**src/rtl/wb_queue.sv**
```systemverilog
// Write-back queue: merges load results and ALU results into a circular FIFO
// that drains one entry per cycle into the register-file write port. It also
// provides a pending-write lookup so decode can forward queued values.
module wb_queue #(
    parameter int DEPTH = 4
) (
    input  logic        clock,
    input  logic        reset,
    input  logic        mem_valid,
    input  logic [4:0]  mem_addr,
    input  logic [31:0] mem_data,
    output logic        mem_ready,
    input  logic        alu_valid,
    input  logic [4:0]  alu_addr,
    input  logic [31:0] alu_data,
    output logic        alu_ready,
    output logic        RegWrite,
    output logic [4:0]  WriteAddr,
    output logic [31:0] WriteData,
    input  logic [4:0]  chk_addr1,
    input  logic [4:0]  chk_addr2,
    output logic        hit1,
    output logic        hit2,
    output logic [31:0] fwd_data1,
    output logic [31:0] fwd_data2,
    output logic [4:0]  count,
    output logic        full,
    output logic        empty,
    output logic        overflow_err
);

    localparam int         PW      = (DEPTH > 1) ? $clog2(DEPTH) : 1;
    localparam logic [4:0] L_DEPTH = 5'(DEPTH);

    // Entry storage; contents only matter while covered by r_count, so no reset.
    logic [4:0]    r_addr [DEPTH];
    logic [31:0]   r_data [DEPTH];
    logic [PW-1:0] r_head;
    logic [PW-1:0] r_tail;
    logic [4:0]    r_count;
    logic          r_ovf;

    logic          w_mem_acc;
    logic          w_alu_acc;
    logic          w_mem_enq;
    logic          w_alu_enq;
    logic          w_pop;
    logic          w_ovf_set;
    logic [4:0]    w_n_enq;
    logic [PW-1:0] w_alu_slot;
    logic [PW-1:0] w_idx;

    // Readiness uses only the registered count: no credit for the same-cycle pop.
    assign mem_ready  = (r_count <= (L_DEPTH - 5'd1));
    assign alu_ready  = (r_count <= (L_DEPTH - 5'd2));

    // Writes to $zero complete the handshake but are never queued.
    assign w_mem_acc  = mem_valid & mem_ready;
    assign w_alu_acc  = alu_valid & alu_ready;
    assign w_mem_enq  = w_mem_acc & (mem_addr != 5'd0);
    assign w_alu_enq  = w_alu_acc & (alu_addr != 5'd0);
    assign w_pop      = (r_count != 5'd0);
    assign w_ovf_set  = (mem_valid & ~mem_ready) | (alu_valid & ~alu_ready);
    assign w_n_enq    = 5'(w_mem_enq) + 5'(w_alu_enq);
    // The ALU entry lands behind the mem entry when both enqueue together.
    assign w_alu_slot = r_tail + PW'(w_mem_enq);

    // The register file always accepts, so the head is presented whenever non-empty.
    assign RegWrite   = w_pop;
    assign WriteAddr  = w_pop ? r_addr[r_head] : 5'd0;
    assign WriteData  = w_pop ? r_data[r_head] : 32'd0;

    assign count        = r_count;
    assign full         = (r_count == L_DEPTH);
    assign empty        = (r_count == 5'd0);
    assign overflow_err = r_ovf;

    // Control state: pointers, occupancy and the sticky overflow flag.
    always_ff @(posedge clock or posedge reset) begin
        if (reset) begin
            r_head  <= '0;
            r_tail  <= '0;
            r_count <= 5'd0;
            r_ovf   <= 1'b0;
        end else begin
            r_head  <= r_head + PW'(w_pop);
            r_tail  <= r_tail + PW'(w_n_enq);
            r_count <= r_count + w_n_enq - 5'(w_pop);
            if (w_ovf_set) begin
                r_ovf <= 1'b1;
            end
        end
    end

    // Entry storage writes: mem first (older), alu second.
    always_ff @(posedge clock) begin
        if (w_mem_enq) begin
            r_addr[r_tail] <= mem_addr;
            r_data[r_tail] <= mem_data;
        end
        if (w_alu_enq) begin
            r_addr[w_alu_slot] <= alu_addr;
            r_data[w_alu_slot] <= alu_data;
        end
    end

    // Pending-write lookup, scanned oldest to youngest so the youngest match wins.
    always_comb begin
        hit1      = 1'b0;
        hit2      = 1'b0;
        fwd_data1 = 32'd0;
        fwd_data2 = 32'd0;
        w_idx     = '0;
        for (int i = 0; i < DEPTH; i++) begin
            w_idx = r_head + PW'(i);
            if ((5'(i) < r_count) && (chk_addr1 != 5'd0) && (r_addr[w_idx] == chk_addr1)) begin
                hit1      = 1'b1;
                fwd_data1 = r_data[w_idx];
            end
            if ((5'(i) < r_count) && (chk_addr2 != 5'd0) && (r_addr[w_idx] == chk_addr2)) begin
                hit2      = 1'b1;
                fwd_data2 = r_data[w_idx];
            end
        end
    end

endmodule
```
**config.mk**
```make
export PLATFORM = sky130hd
export DESIGN_NAME = wb_queue
export DESIGN_NICKNAME = d
export VERILOG_FILES = /design/src/rtl/wb_queue.sv
export SDC_FILE = /design/constraint.sdc
export NUM_CORES = 1
export LEC_CHECK = 0
export CAP_MARGIN = 25
export CORE_MARGIN = 2
export CORE_UTILIZATION = 42
export DETAILED_ROUTE_END_ITERATION = 10
export GPL_TIMING_DRIVEN = 1
export REMOVE_ABC_BUFFERS = 1
export SLEW_MARGIN = 20
export SYNTH_ARGS = -nofsm -noshare
export SYNTH_HDL_FRONTEND = slang
export SYNTH_SLANG_ARGS = --single-unit
```
**constraint.sdc**
```tcl
create_clock -name clock -period 4.95 [get_ports clock]
set_clock_uncertainty 0.05 [all_clocks]
set_input_delay 0.495 -clock clock [delete_from_list [all_inputs] [get_ports clock]]
set_output_delay 0.495 -clock clock [all_outputs]
set_load 0.05 [all_outputs]
```
==> summary by stage <==
Placement
The HPWL reported at the end of detailed placement is 26.85 mm. Buffers placed on the I/O ports in this run total ~200. The pre-CTS worst setup slack is ~0.63 ns. The congestion estimate from routability-driven global placement came to between 0.8 and 0.9.

Timing
The number of pins exceeding their max-slew limit in the final report is 0. After layout, the worst setup slack is ~0.26 ns. The final setup violation count is 0. The tightest hold path in the finished design has a slack of ~0.3 ns. The achievable clock frequency is between 200 and 250 MHz.

In the finished design, the share of the clock period the worst path needs comes to about 95%. The smallest clock period supported by the final layout is computed as between 4 and 5 ns. Setup repair after global routing left no endpoint under its margin. At the pin with the least slew margin, the transition time is about 1.1 ns. The count of endpoints failing hold in the final timing report is 0.

The relative max-transition margin is between 20% and 30%.

Worst setup path
Data on the critical path is required at its endpoint by roughly 4.4 ns. The critical path ends at fwd_data1[18]. The beginning of the critical path is r_head[0]. The sort of element at the end of the critical path is an output port.

The worst flop-to-flop path endpoint is r_data[3][5]. The critical path arrival is between 4 and 5 ns. By startpoint and endpoint, the worst setup path is classified as reg -> out. The category of the worst setup path launch point is a flop. Along the worst path, the maximum fanout reaches 32. The worst reg2reg path depth is 11. The startpoint of the worst register-to-register path is count[2]. The flop-to-flop setup slack is between 1 and 1.5 ns.

Global routing
The most heavily used metal layer in global routing is met2. Entering global routing, the biggest net connects 67 pins. For met3 alone, demand over resource in global routing was under 10%. In the global route stage, met1 resource usage came out at 31.30%. Across every metal layer, demand over resource in global routing totals ~25%.

The number of antenna violations at the first check in global routing was 3. After global routing the overflow that remains totals 0. The first-pass GRT wire length is around 63 mm. The via count of the first global-routing pass came to around 11k. Global routing consumed, on the met2 layer, between 40% and 50% of the routing resources.

Routing
The detailed-route wire length is approximately 40 mm. After detailed routing, the average wire length per cell comes to roughly 22 um. The pre-antenna-repair detailed-routing pass consisted of 5 iterations. For this run, design rule violations remaining after detail routing come to 0. In this run the remaining antenna-violating nets after routing total 0.

Across all layers, the routed design uses roughly 11k vias. The average vias per placed instance is ~6. The DRC violation total after the first TritonRoute iteration is ~790.

Clocking
The clock net sink count is 158. The buffer cell driving the clock tree root is clkbuf_16. The number of gates resized after CTS was 0. Clock-pin slew was measured on the worst setup and hold paths at around 0.070 ns. The H-tree depth is 4. The clock tree from TritonCTS is yes. At the later pin of the worst-skew pair, clock insertion delay measures roughly 0.44 ns. For this design, the CTS-stage hold fixing added 0 buffers. The setup fix buffers added after clock tree synthesis is 0. Counting the buffers created by CTS gives 17.

The clock passes through at most 2 buffers.

Synth
During synthesis, Yosys emitted a total of 0 warnings. Ranked by instance count, the synthesized netlist is headed by 231 x nand2_1, 153 x mux2_2, 148 x edfxtp_1. The post-synthesis instance total is approximately 1.3k. The compound-cell area share of the yosys netlist is 9.306%. After synthesis, the share of cell area in mux cells is between 30% and 40%. The largest total area in the synthesized netlist belongs to edfxtp_1.

In this run the cell area of the synthesized design comes to between 10,000 and 15,000 um^2. The number of different library cells used by synthesis comes to 44. The share of the yosys chip area belonging to registers is a little over a third.

The area share of fa/ha/maj cells after synthesis is ~1.3%. Yosys instantiated no cell more often than nand2_1. The most used flip-flop cell after synthesis is edfxtp_1. Yosys mapped a number of flops with a built-in enable equal to approximately 150.

By area, the combinational part of the netlist is dominated by multiplexers. After synthesis, the cell types taking the most area are edfxtp_1 33%, mux2_2 13%, mux4_2 13%. After Yosys synthesis, XOR and XNOR cells account for 2.955% of the synthesized area. For this run, asynchronously set or reset flops after synthesis account for 6.329%. The number of storage elements in the synthesis netlist is roughly 160. The post-synthesis area per instance is around 11 um^2. Summing the areas of all and, or, nand and nor instances in the mapped netlist gives ~12% of the synthesized area.

The share of the synthesized area in the top cell type is 33.32%.

Floorplanning
The count of pins on the block boundary is 202. The floorplan step defined a die boundary enclosing around 33,000 um^2. The floorplan row count is between 60 and 70. The initial core utilization is between 40% and 50%. The x dimension of the die is around 180 um. The die is around 180 um tall. The floorplan step defined a core boundary enclosing between 30,000 and 40,000 um^2.

Worst hold path
The worst min-delay path category is in -> async.

Flow run
Across the run, the number of max-cap violations was 0.

Power
The highest ir drop seen on vdd is 407.0 uV. The design draws between 0.01 and 0.015 W. The power per cell area is 667.9 nW/um^2. In this run the static leakage power is 6.134 nW.

Finish
The count of nets after finishing is about 1.5k. Across the whole layout, storage elements account for roughly 4700 um^2. The area occupied by multi-input gates is 8112 um^2.

Counting the fill cells in the layout gives about 2.7k. The layout overhead on the synthesized area is 27.80%. Of the cells placed in the final design, the portion with a size suffix greater than 1 is between 20% and 30%.

Outcome
The run finished with clean final reports.
[sequential cells by signal, indices dropped and copies added, names as in the netlist]
name / flops
overflow_err: 1
r_tail: 2
r_addr: 20
count: 5
r_head: 2
r_data: 128
[stage by stage]
step	area (um^2)	setup TNS [ns]	utilization [%]	instances
5_1_grt	17050	0	54.30	1808
3_5_place_dp	16370	0	52.16	1775
4_1_cts	17020	0	54.20	1806
6_report	17050	0	54.30	1808
2_1_floorplan	12820	-742.75	-	1137
3_3_place_gp	16370	0	52.16	1775
[power breakdown]
part / internal, W / switching [W] / total [W]
Combinational: 0.00328 / 0.00466 / 0.00794
Clock: 0.000897 / 0.000571 / 0.00147
Sequential: 0.00174 / 0.000234 / 0.00198
Total: 0.00592 / 0.00547 / 0.0114
[routing by layer]
metal | share of wire [%] | vias to the layer above
li1 | - | 5014
met1 | 43 | 5389
met2 | 49 | 405
met3 | 5.3 | 79
met4 | 2.5 | 4
met5 | 0.066 | -
[final cells by class]
class / instances / share of cell area (%)
Tap cell: 402 / 2.951
Inverter: 25 / 0.5505
Sequential cell: 158 / 27.59
Clock inverter: 13 / 1.248
Clock buffer: 18 / 2.518
Timing Repair Buffer: 237 / 17.54
Multi-Input combinational cell: 954 / 47.59
Antenna cell: 1 / 0.01468
[cell families after synthesis]
| family | Yosys count |
|---|---|
| XOR/XNOR | 45 |
| AO/OA/AOI/OAI | 183 |
| adder cells (fa/ha/maj) | 13 |
| flip-flops | 158 |
| multiplexers | 339 |
| buffers and inverters | 141 |
| AND/OR/NAND/NOR | 374 |
[cells in the final DEF, fill, tap and decap left out, drive strengths merged, types with 3 or more instances in the layout]
cell type      Yosys  layout
clkdlybuf4s50      0     136
clkbuf            74      18
ha                12      12
nor2              75      75
nand3              7       7
a31o               4       4
a21oi              6       6
bufinv             0       5
a21o              32      32
mux2             153     153
inv               24      28
o21ai             66      66
xnor2             28      28
nor4               3       3
dfrtp             10      10
mux2i            105     105
o311a             32      32
nand2            231     231
clkinvlp           0       3
a31oi             33      33
nor2b              6       6
or4               33      33
mux4              81      81
nor3               5       5
or3                3       3
edfxtp           148     148
xor2              17      17
nand4              6       6
buf               42     101
[worst max-delay path, stage by stage, from the launching register on]
cell and delay (ns):
dfrtp_4 0.64, mux4_2 0.63, a2111oi_0 0.70, a21oi_4 0.34, or4_1 0.55, a21o_1 0.19
a31oi_1 0.41, buf_12 0.20
[worst min-delay path by stage]
stage              endpoint  cells past startpoint
6_report       overflow_err                      2
5_1_grt            count[2]                      2
4_1_cts        overflow_err                      2
3_5_place_dp   overflow_err                      2
3_3_place_gp   overflow_err                      2
2_1_floorplan      count[0]                      1
Power figures use the tool's default switching activity.
